--- src/rtl/pmem_arbiter_pkg.sv ---
// Shared constants and types for the burst memory arbiter.
package pmem_pkg;

  localparam int unsigned LINE_WIDTH  = 256;
  localparam int unsigned BEAT_WIDTH  = 64;
  localparam int unsigned BURST_LEN   = LINE_WIDTH / BEAT_WIDTH;
  localparam int unsigned ADDR_WIDTH  = 32;
  localparam int unsigned CNT_WIDTH   = $clog2(BURST_LEN);
  localparam int unsigned OFFSET_BITS = $clog2(LINE_WIDTH / 8);

  // Arbiter FSM encoding.
  typedef logic [1:0] pmem_state_t;
  localparam pmem_state_t StIdle  = 2'd0;
  localparam pmem_state_t StBurst = 2'd1;
  localparam pmem_state_t StDone  = 2'd2;

  typedef enum logic {
    I = 1'b0,
    D = 1'b1
  } client_t;

  // Clear the byte-within-line offset bits.
  function automatic logic [ADDR_WIDTH-1:0] line_align(input logic [ADDR_WIDTH-1:0] addr);
    logic [ADDR_WIDTH-1:0] a;
    a = addr;
    a[OFFSET_BITS-1:0] = '0;
    return a;
  endfunction

endpackage

--- src/rtl/pmem_arbiter_if.sv ---
// Cache-side and memory-side bus of the arbiter, grouped into one bundle.
interface pmem_arbiter_if;
  import pmem_pkg::*;

  logic                  i_read;
  logic [ADDR_WIDTH-1:0] i_address;
  logic [LINE_WIDTH-1:0] i_rdata;
  logic                  i_resp;

  logic                  d_read;
  logic                  d_write;
  logic [ADDR_WIDTH-1:0] d_address;
  logic [LINE_WIDTH-1:0] d_wdata;
  logic [LINE_WIDTH-1:0] d_rdata;
  logic                  d_resp;

  logic                  pmem_read;
  logic                  pmem_write;
  logic [ADDR_WIDTH-1:0] pmem_address;
  logic [BEAT_WIDTH-1:0] pmem_wdata;
  logic [BEAT_WIDTH-1:0] pmem_rdata;
  logic                  mem_resp;

  // Arbiter view.
  modport master (
    input  i_read, i_address, d_read, d_write, d_address, d_wdata, pmem_rdata, mem_resp,
    output i_rdata, i_resp, d_rdata, d_resp, pmem_read, pmem_write, pmem_address, pmem_wdata
  );

  // Caches plus memory view.
  modport slave (
    output i_read, i_address, d_read, d_write, d_address, d_wdata, pmem_rdata, mem_resp,
    input  i_rdata, i_resp, d_rdata, d_resp, pmem_read, pmem_write, pmem_address, pmem_wdata
  );

endinterface

--- src/rtl/pmem_arbiter_cacheline_adaptor.sv ---
// Line buffer and beat counter: assembles read beats, serialises write beats.
module cacheline_adaptor
  import pmem_pkg::*;
(
  input  logic                  clk,
  input  logic                  rst,
  input  logic                  load_i,
  input  logic                  load_write_i,
  input  logic [LINE_WIDTH-1:0] wdata_i,
  input  logic                  beat_ack_i,
  input  logic                  write_i,
  input  logic [BEAT_WIDTH-1:0] rdata_i,
  output logic [LINE_WIDTH-1:0] line_next_o,
  output logic [BEAT_WIDTH-1:0] wbeat_o,
  output logic                  last_o
);

  logic [LINE_WIDTH-1:0] line_q;
  logic [CNT_WIDTH-1:0]  cnt_q;
  logic [CNT_WIDTH-1:0]  cnt_nxt;
  logic [BEAT_WIDTH-1:0] wbeat_q;

  // Buffer contents including the read beat accepted this cycle.
  always_comb begin
    cnt_nxt     = cnt_q + CNT_WIDTH'(1);
    line_next_o = line_q;
    if (beat_ack_i && !write_i) begin
      line_next_o[cnt_q*BEAT_WIDTH +: BEAT_WIDTH] = rdata_i;
    end
    last_o  = (cnt_q == CNT_WIDTH'(BURST_LEN - 1));
    wbeat_o = wbeat_q;
  end

  // Load on grant, then step one beat per accepted memory response.
  always_ff @(posedge clk or posedge rst) begin
    if (rst) begin
      line_q  <= '0;
      cnt_q   <= '0;
      wbeat_q <= '0;
    end else if (load_i) begin
      line_q  <= wdata_i;
      cnt_q   <= '0;
      // Beat 0 is ready before the write request rises.
      wbeat_q <= load_write_i ? wdata_i[BEAT_WIDTH-1:0] : '0;
    end else if (beat_ack_i) begin
      line_q <= line_next_o;
      cnt_q  <= cnt_nxt;
      if (write_i) begin
        wbeat_q <= line_q[cnt_nxt*BEAT_WIDTH +: BEAT_WIDTH];
      end
    end
  end

endmodule

--- src/rtl/pmem_arbiter.sv ---
// Fair icache/dcache arbiter onto a single 4-beat burst memory port.
module pmem_arbiter
  import pmem_pkg::*;
(
  input  logic           clk,
  input  logic           rst,
  pmem_arbiter_if.master bus_io
);

  pmem_state_t           state_q, state_d;
  client_t               client_q, last_grant_q, grant_client;
  logic                  write_q, req_rd_q, req_wr_q;
  logic [ADDR_WIDTH-1:0] addr_q, grant_addr;
  logic                  i_resp_q, d_resp_q;
  logic [LINE_WIDTH-1:0] i_rdata_q, d_rdata_q, line_next;
  logic [BEAT_WIDTH-1:0] wbeat;
  logic                  i_pend, d_pend, grant, grant_write;
  logic                  burst_active, beat_ack, cnt_last, last_beat;

  // Arbitration and next-state decode.
  always_comb begin
    i_pend       = bus_io.i_read;
    d_pend       = bus_io.d_read | bus_io.d_write;
    // Under contention the source not granted last wins.
    grant_client = (i_pend && (!d_pend || last_grant_q == D)) ? I : D;
    grant        = (state_q == StIdle) && (i_pend || d_pend);
    // Write wins if the dcache raises both read and write.
    grant_write  = (grant_client == D) && bus_io.d_write;
    grant_addr   = line_align((grant_client == I) ? bus_io.i_address : bus_io.d_address);
    burst_active = req_rd_q | req_wr_q;
    beat_ack     = (state_q == StBurst) && burst_active && bus_io.mem_resp;
    last_beat    = beat_ack && cnt_last;
    state_d      = state_q;
    case (state_q)
      StIdle:  if (grant) state_d = StBurst;
      StBurst: if (last_beat) state_d = StDone;
      StDone:  state_d = StIdle;
      default: state_d = StIdle;
    endcase
  end

  // FSM, transaction latches and registered client outputs.
  always_ff @(posedge clk or posedge rst) begin
    if (rst) begin
      state_q      <= StIdle;
      client_q     <= D;
      last_grant_q <= D;
      write_q      <= 1'b0;
      addr_q       <= '0;
      req_rd_q     <= 1'b0;
      req_wr_q     <= 1'b0;
      i_resp_q     <= 1'b0;
      d_resp_q     <= 1'b0;
      i_rdata_q    <= '0;
      d_rdata_q    <= '0;
    end else begin
      state_q  <= state_d;
      i_resp_q <= last_beat && (client_q == I);
      d_resp_q <= last_beat && (client_q == D);
      if (grant) begin
        client_q     <= grant_client;
        last_grant_q <= grant_client;
        write_q      <= grant_write;
        addr_q       <= grant_addr;
      end
      // First BURST cycle raises the request; the last beat drops it.
      if (state_q == StBurst && !burst_active) begin
        req_rd_q <= !write_q;
        req_wr_q <= write_q;
      end else if (last_beat) begin
        req_rd_q <= 1'b0;
        req_wr_q <= 1'b0;
      end
      if (last_beat && !write_q) begin
        if (client_q == I) i_rdata_q <= line_next;
        else               d_rdata_q <= line_next;
      end
    end
  end

  cacheline_adaptor u_adaptor (
    .clk          (clk),
    .rst          (rst),
    .load_i       (grant),
    .load_write_i (grant_write),
    .wdata_i      (bus_io.d_wdata),
    .beat_ack_i   (beat_ack),
    .write_i      (write_q),
    .rdata_i      (bus_io.pmem_rdata),
    .line_next_o  (line_next),
    .wbeat_o      (wbeat),
    .last_o       (cnt_last)
  );

  assign bus_io.i_rdata      = i_rdata_q;
  assign bus_io.i_resp       = i_resp_q;
  assign bus_io.d_rdata      = d_rdata_q;
  assign bus_io.d_resp       = d_resp_q;
  assign bus_io.pmem_read    = req_rd_q;
  assign bus_io.pmem_write   = req_wr_q;
  assign bus_io.pmem_address = addr_q;
  assign bus_io.pmem_wdata   = wbeat;

endmodule
--- src/flat_wrapper.sv ---
// flat-port wrapper written by rule: the top's interface ports become plain ports
module pmem_arbiter_flat import pmem_pkg::*;
  (clk, rst, bus_io_i_read, bus_io_i_address, bus_io_d_read, bus_io_d_write, bus_io_d_address, bus_io_d_wdata, bus_io_pmem_rdata, bus_io_mem_resp, bus_io_i_rdata, bus_io_i_resp, bus_io_d_rdata, bus_io_d_resp, bus_io_pmem_read, bus_io_pmem_write, bus_io_pmem_address, bus_io_pmem_wdata);
  pmem_arbiter_if bus_io_i ();
  input  logic clk;
  input  logic rst;
  input wire logic [$bits(bus_io_i.i_read)-1:0] bus_io_i_read;
  input wire logic [$bits(bus_io_i.i_address)-1:0] bus_io_i_address;
  input wire logic [$bits(bus_io_i.d_read)-1:0] bus_io_d_read;
  input wire logic [$bits(bus_io_i.d_write)-1:0] bus_io_d_write;
  input wire logic [$bits(bus_io_i.d_address)-1:0] bus_io_d_address;
  input wire logic [$bits(bus_io_i.d_wdata)-1:0] bus_io_d_wdata;
  input wire logic [$bits(bus_io_i.pmem_rdata)-1:0] bus_io_pmem_rdata;
  input wire logic [$bits(bus_io_i.mem_resp)-1:0] bus_io_mem_resp;
  output wire logic [$bits(bus_io_i.i_rdata)-1:0] bus_io_i_rdata;
  output wire logic [$bits(bus_io_i.i_resp)-1:0] bus_io_i_resp;
  output wire logic [$bits(bus_io_i.d_rdata)-1:0] bus_io_d_rdata;
  output wire logic [$bits(bus_io_i.d_resp)-1:0] bus_io_d_resp;
  output wire logic [$bits(bus_io_i.pmem_read)-1:0] bus_io_pmem_read;
  output wire logic [$bits(bus_io_i.pmem_write)-1:0] bus_io_pmem_write;
  output wire logic [$bits(bus_io_i.pmem_address)-1:0] bus_io_pmem_address;
  output wire logic [$bits(bus_io_i.pmem_wdata)-1:0] bus_io_pmem_wdata;
  assign bus_io_i.i_read = bus_io_i_read;
  assign bus_io_i.i_address = bus_io_i_address;
  assign bus_io_i.d_read = bus_io_d_read;
  assign bus_io_i.d_write = bus_io_d_write;
  assign bus_io_i.d_address = bus_io_d_address;
  assign bus_io_i.d_wdata = bus_io_d_wdata;
  assign bus_io_i.pmem_rdata = bus_io_pmem_rdata;
  assign bus_io_i.mem_resp = bus_io_mem_resp;
  assign bus_io_i_rdata = bus_io_i.i_rdata;
  assign bus_io_i_resp = bus_io_i.i_resp;
  assign bus_io_d_rdata = bus_io_i.d_rdata;
  assign bus_io_d_resp = bus_io_i.d_resp;
  assign bus_io_pmem_read = bus_io_i.pmem_read;
  assign bus_io_pmem_write = bus_io_i.pmem_write;
  assign bus_io_pmem_address = bus_io_i.pmem_address;
  assign bus_io_pmem_wdata = bus_io_i.pmem_wdata;
  pmem_arbiter u_core (.clk(clk), .rst(rst), .bus_io(bus_io_i));
endmodule
--- config.mk ---
export PLATFORM = sky130hd
export DESIGN_NAME = pmem_arbiter_flat
export DESIGN_NICKNAME = d
export VERILOG_FILES = /design/src/rtl/pmem_arbiter_pkg.sv /design/src/rtl/pmem_arbiter_if.sv /design/src/rtl/pmem_arbiter_cacheline_adaptor.sv /design/src/rtl/pmem_arbiter.sv /design/src/flat_wrapper.sv
export SDC_FILE = /design/constraint.sdc
export NUM_CORES = 2
export LEC_CHECK = 0
export CORE_AREA = 2 2 391 393
export DETAILED_ROUTE_END_ITERATION = 10
export DIE_AREA = 0 0 393 395
export HOLD_SLACK_MARGIN = 0.03
export SYNTH_ARGS = -nofsm -noshare
export SYNTH_HDL_FRONTEND = slang
export SYNTH_SLANG_ARGS = --single-unit
--- constraint.sdc ---
create_clock -name clk -period 38 [get_ports clk]
set_input_delay 7.6 -clock clk [delete_from_list [all_inputs] [get_ports clk]]
set_output_delay 7.6 -clock clk [all_outputs]
set_load 0.1 [all_outputs]
Word-level counts from Yosys, hierarchy flattened
Index checks and enable logic that the tools add are counted.
{"block": "totals", "rom_bits": 0, "register_bits": 869, "out_inout_bits": 612, "mem_bits_rw": 0, "elab_cells": 67, "n_memories": 0, "latch_bits": 0, "inputBits": 390}
{"block": "classes", "n_reduce_logical": 24, "add_sub_neg": 2, "n_lt_le_gt_ge": 0, "n_div": 0, "bitwise_logic": 3, "mul": 0, "n_mux": 18, "shifts": 3, "eq_ne": 4}
{"cell": "$mux 256", "count": 3}
{"cell": "$bwmux 256", "count": 1}
{"cell": "$mux 64", "count": 4}
{"cell": "$shift 64x34->256 const A", "count": 1}
{"cell": "$shiftx 256x9->64", "count": 1}
{"cell": "$shiftx 64x34->256", "count": 1}
{"cell": "$neg 8->34", "count": 1}
{"cell": "$mux 32", "count": 1}
{"cell": "$logic_and 1x1->1", "count": 11}
{"cell": "$mux 2", "count": 4}
{"cell": "$reduce_and 2->1", "count": 4}
{"cell": "$reduce_bool 2->1", "count": 3}
{"cell": "$mux 1", "count": 4}
{"cell": "$ne 2x1->1 const B", "count": 2}
{"cell": "$pmux 2 s2", "count": 1}
{"cell": "$logic_not 1->1", "count": 3}
{"cell": "$add 2x1->2 const B", "count": 1}
{"cell": "$eq 2x1->1 const B", "count": 1}
{"cell": "$eq 2x2->1 const B", "count": 1}
{"cell": "$logic_not 2->1", "count": 1}
{"cell": "$logic_or 1x1->1", "count": 2}
{"cell": "$or 1x1->1", "count": 2}
{"cell": "$not 1->1", "count": 1}

Depth between registers and ports, before layout
{"block": "depth", "depth_word": 8, "depth_mapped": 13, "mapped_depth_nobuf": 6}

By module
Synthesis repeated with hierarchy kept, for this count alone.
{"block": "hier_totals", "hier_cells": 3347, "area_unflattened_um2": 41503.6}
{"mod": "cacheline_adaptor", "instances": 1, "area_each_um2": 20787.4, "seq_area_each_um2": 8057.7, "cells_each": 2072}
{"mod": "pmem_arbiter", "instances": 1, "area_each_um2": 20716.1, "seq_area_each_um2": 13689.4, "cells_each": 1275}

Least setup slack after synthesis
OpenSTA, ideal clock, no wires.
{"block": "synth_path", "path_kind": "input-to-reg", "startpoint": "input bus_io_d_write", "endpoint": "register u_core.u_adaptor.line_q[0]", "setup_time_ns": 0.126, "cell_stages": 6, "t_arrival_ns": 8.974, "path_buffers": 3, "t_required_ns": 37.874, "slack_ns": 28.900, "path_cell_list": "or3_1 and2_1 clkbuf_1 buf_2 clkbuf_1 a221o_1"}
{"block": "synth_via", "elab_chain_cells": 4, "word_cells_on_any_way": 5, "cone_classes": "mux (1); bitwise (1); reduce/logical (3)"}
{"element": "start: declaration", "line": "flat_wrapper.sv:10", "source": "input wire logic [$bits(bus_io_i.d_write)-1:0] bus_io_d_write;"}
{"element": "$or 1x1->1 (*)", "line": "pmem_arbiter.sv:23", "source": "d_pend = bus_io.d_read | bus_io.d_write;"}
{"element": "$logic_or 1x1->1 (*)", "line": "pmem_arbiter.sv:26", "source": "grant = (state_q == StIdle) && (i_pend || d_pend);"}
{"element": "$logic_and 1x1->1 (*)", "line": "pmem_arbiter.sv:26"}
{"element": "$mux 256 or $reduce_bool 2->1 (tied branches)"}
{"element": "end signal: assignment", "line": "pmem_arbiter_cacheline_adaptor.sv:41", "source": "line_q <= wdata_i;"}
{"element": "end signal: assignment", "line": "pmem_arbiter_cacheline_adaptor.sv:46", "source": "line_q <= line_next_o;"}
{"element": "end: declaration", "line": "pmem_arbiter_cacheline_adaptor.sv:18", "source": "logic [LINE_WIDTH-1:0] line_q;"}
Mark *: on every way between the ends. The rest lies on a longest branch, timed or not.
A chain may end at the register's enable or synchronous reset.

Final worst setup path
{"block": "layout_path", "startpoint": "input bus_io_mem_resp", "endpoint": "register u_core.d_rdata_q[88] (netlist: u_core.bus_io.d_rdata[88])"}
{"block": "layout_via", "elab_chain_cells": 4, "word_cells_on_any_way": 6, "cone_classes": "mux (1); reduce/logical (5)"}
{"element": "start: declaration", "line": "flat_wrapper.sv:14", "source": "input wire logic [$bits(bus_io_i.mem_resp)-1:0] bus_io_mem_resp;"}
{"element": "$logic_and 1x1->1 (*)", "line": "pmem_arbiter.sv:31", "source": "beat_ack = (state_q == StBurst) && burst_active && bus_io.mem_resp;"}
{"element": "$logic_and 1x1->1", "line": "pmem_arbiter.sv:32", "source": "last_beat = beat_ack && cnt_last;"}
{"element": "$logic_and 1x1->1", "line": "pmem_arbiter.sv:74", "source": "if (last_beat && !write_q) begin"}
{"element": "$reduce_and 2->1 (no line)"}
{"element": "end signal: assignment", "line": "pmem_arbiter.sv:76", "source": "else d_rdata_q <= line_next;"}
{"element": "end: declaration", "line": "pmem_arbiter.sv:15", "source": "logic [LINE_WIDTH-1:0] i_rdata_q, d_rdata_q, line_next;"}
Marks and branches as above.

==> metrics.txt <==
status completed; EDFF count, synth 0; Post-CTS Setup Repair Bufs 0; DRC Markers 0; synth warn 0; drt first pass iters 5; Clock Path Buffers 3; Slew Viols, Final 0; area share of the largest cell type after synthesis between 50% and 60%; post-route ant nets 0; most frequent CP cell buf_4; Worst-path clk slew 0.06 ns; die height 395 microns; Sink Count 869; core area about 150000 sq um; Hold Path Class reg -> reg; share of cells above drive strength 1 roughly an eighth; WS Path Type in -> reg; Hold Buf Count CTS 0; filler cell count ~15000; crit-path max cell delay a little under 0.8 ns; worst endpoint required time 38.60 ns; critical path endpoint category flip-flop; vias in the first global route about 33000; clock root buffer clkbuf_16; CP max-delay cell buf_4; # setup viols final 0; area of the multi-input gates between 15000 and 20000 sq um; CP arrival between 10 and 15 ns; Mapped Cells roughly 3600; highest clock rate approximately 0.09 GHz; Die Span X ~400 microns; initial DRC count 3269; FF/Latch Area roughly 22000 sq um; CTS tree done; Post-CTS Resized 0; wire per inst between 20 and 30 microns; Net count, final roughly 4700; final hold viol count 0; Via density between 5 and 6; Fin Clk Skew around 0.042 ns; final worst-path cycle share about 29%; CP max FO 72; Synth area leader dfrtp_1; Synth area leaders dfrtp_1 (55%), mux2_2 (7.4%), a221o_1 (4.8%), mux4_2 (3.7%), nand3_1 (3.4%); final WL around 180000 microns; register area share after synthesis 55.5%; H-tree depth 3; crit path cell chain clkdlybuf4s50_1 > nand2b_4 > nor4_4 > buf_4 > buf_4 > buf_4 > mux2_2; initial antenna violation count between 40 and 50; Layout area overhead 37.8%; GRT Total Usage 22.3%; Setup TNS 0 ns; final hold slack 0.482 ns; clk_lat worst skew between 0.7 and 0.8 ns; Cell Area, Synth between 30000 and 40000 sq um; commonest non-fill, non-tap cell in the layout clkdlybuf4s50_1; routability congestion estimate 0.919; post-route cell area approximately 54000 sq um; io pins about 1000; most frequent cells in the layout clkdlybuf4s50_1 (975), dfrtp_1 (867), nand3_1 (264), nor2_1 (260), mux2_2 (256); worst relative slew slack a little under an eighth; startpoint type of the worst setup path input pin; DIE AREA about 160000 sq um; Max Cap Viol 0; unrepaired setup endpoints after global routing false; #FFs+latches synth roughly 870; Port Buffers between 900 and 1000; Initial Utilization 25.9%; pin count of the biggest net entering global routing roughly 170; Async SR Flop Fraction between 90% and 100%; first-pass GRT wire length about 250000 microns; synthesized area per cell 10.9 sq um; Placed Area approximately 50000 sq um; CTS buffer count about 100; Final Critical Period around 11 ns; total number of vias 34000; worst-margin pin slew ~1.3 ns; number of core rows ~140; hpwl dp 124000 microns; Post-synth top flop dfrtp_1; grt ovf 0; Yosys cell types 48; fin util around 36%
[metrics by stage]
| stage | setup slack (ns) | cells |
|---|---|---|
| detailed placement | 26.33 | 6272 |
| floorplan | 5.98 | 3597 |
| CTS | 27.13 | 6456 |
| global route | 26.88 | 6472 |
| global placement | 26.41 | 6272 |
| finish | 27.02 | 6478 |
[cell families (layout without fill, tap and decap cells)]
family                     Yosys count  after routing  synth area share (%)
and+or+nand+nor                    911            911                  10.5
other                                1             27               0.00956
buffers and inverters              597           1426                  6.44
muxes                              347            347                  11.7
DFF                                869            869                  55.5
adders and majority gates            5              5                 0.160
AOI/OAI and AO/OA                  863            863                  15.7
[final cells by class]
| class | instances | area share (%) |
|---|---|---|
| multi-input cells | 2131 | 27.9 |
| clock inverters | 32 | 0.871 |
| clock buffers | 152 | 5.57 |
| flip-flops and latches | 869 | 40.3 |
| inverters | 193 | 1.35 |
| diodes | 22 | 0.102 |
| repair buffers | 1049 | 19.2 |
| well taps | 2030 | 4.70 |
[layer usage]
layer | track usage [%] | vias up | routed length (microns)
met5 | 0 | - | 264
met2 | 34.0 | 1747 | 80800
met3 | 7.60 | 350 | 18400
met4 | 9.51 | 40 | 7080
met1 | 28.5 | 17400 | 71500
li1 | - | 14500 | -
[final timing paths]
check | startpoint | end | slack [ns] | cells past startpoint
max in group asynchronous | rst | u_core.bus_io.d_rdata[157] | 27.39 | 5
hold / removal | u_core.bus_io.pmem_address[20] | u_core.bus_io.pmem_address[20] | 0.48 | 2
min in group asynchronous | rst | u_core.bus_io.d_rdata[53] | 7.40 | 2
setup reg to reg | u_core.u_adaptor.cnt_q[0] | u_core.bus_io.d_rdata[88] | 33.51 | 7
setup / recovery | bus_io_mem_resp | u_core.bus_io.d_rdata[88] | 27.02 | 7
hold reg to reg | u_core.bus_io.pmem_address[20] | u_core.bus_io.pmem_address[20] | 0.48 | 2
[critical path: cells and delay by family]
kind	cells	cell delay (ns)
buffers and inverters	4	2.87
AND/OR/NAND/NOR	2	0.46
multiplexers	1	0.41
[sequential cells by signal, indices dropped and copies added (netlist names)]
register and cells:
u_core.bus_io.d_resp 1, u_core.write_q 1, u_core.bus_io.pmem_write 1, u_core.bus_io.i_resp 1, u_core.state_q 2, u_core.u_adaptor.cnt_q 2
u_core.bus_io.pmem_address 27, u_core.u_adaptor.wbeat_o 64, u_core.u_adaptor.line_q 256, u_core.bus_io.d_rdata 256, u_core.client_q 1, u_core.bus_io.pmem_read 1
u_core.bus_io.i_rdata 256
[synth_stat cells, types with 2 or more instances]
cell type,instances
nor3_1,60
a32oi_1,2
buf_6,9
buf_4,8
inv_1,193
buf_2,148
mux2_2,256
a22o_1,76
a31oi_1,128
dfrtp_1,868
clkbuf_1,218
nand4_1,5
a221o_1,187
nand3_1,264
and2_1,3
mux4_2,64
a22oi_1,64
nand2b_1,2
and2b_1,2
o21ai_0,159
a32o_1,52
buf_1,21
nor2_1,261
and3_1,67
nor4_4,2
nand3b_1,3
a21oi_1,186
nand2_1,232
mux2i_1,27
ha_1,5
o211ai_1,4
Power is left out: the tool's default activity adds up to more than one toggle a clock period on the data nets, which glitch-free logic cannot reach.
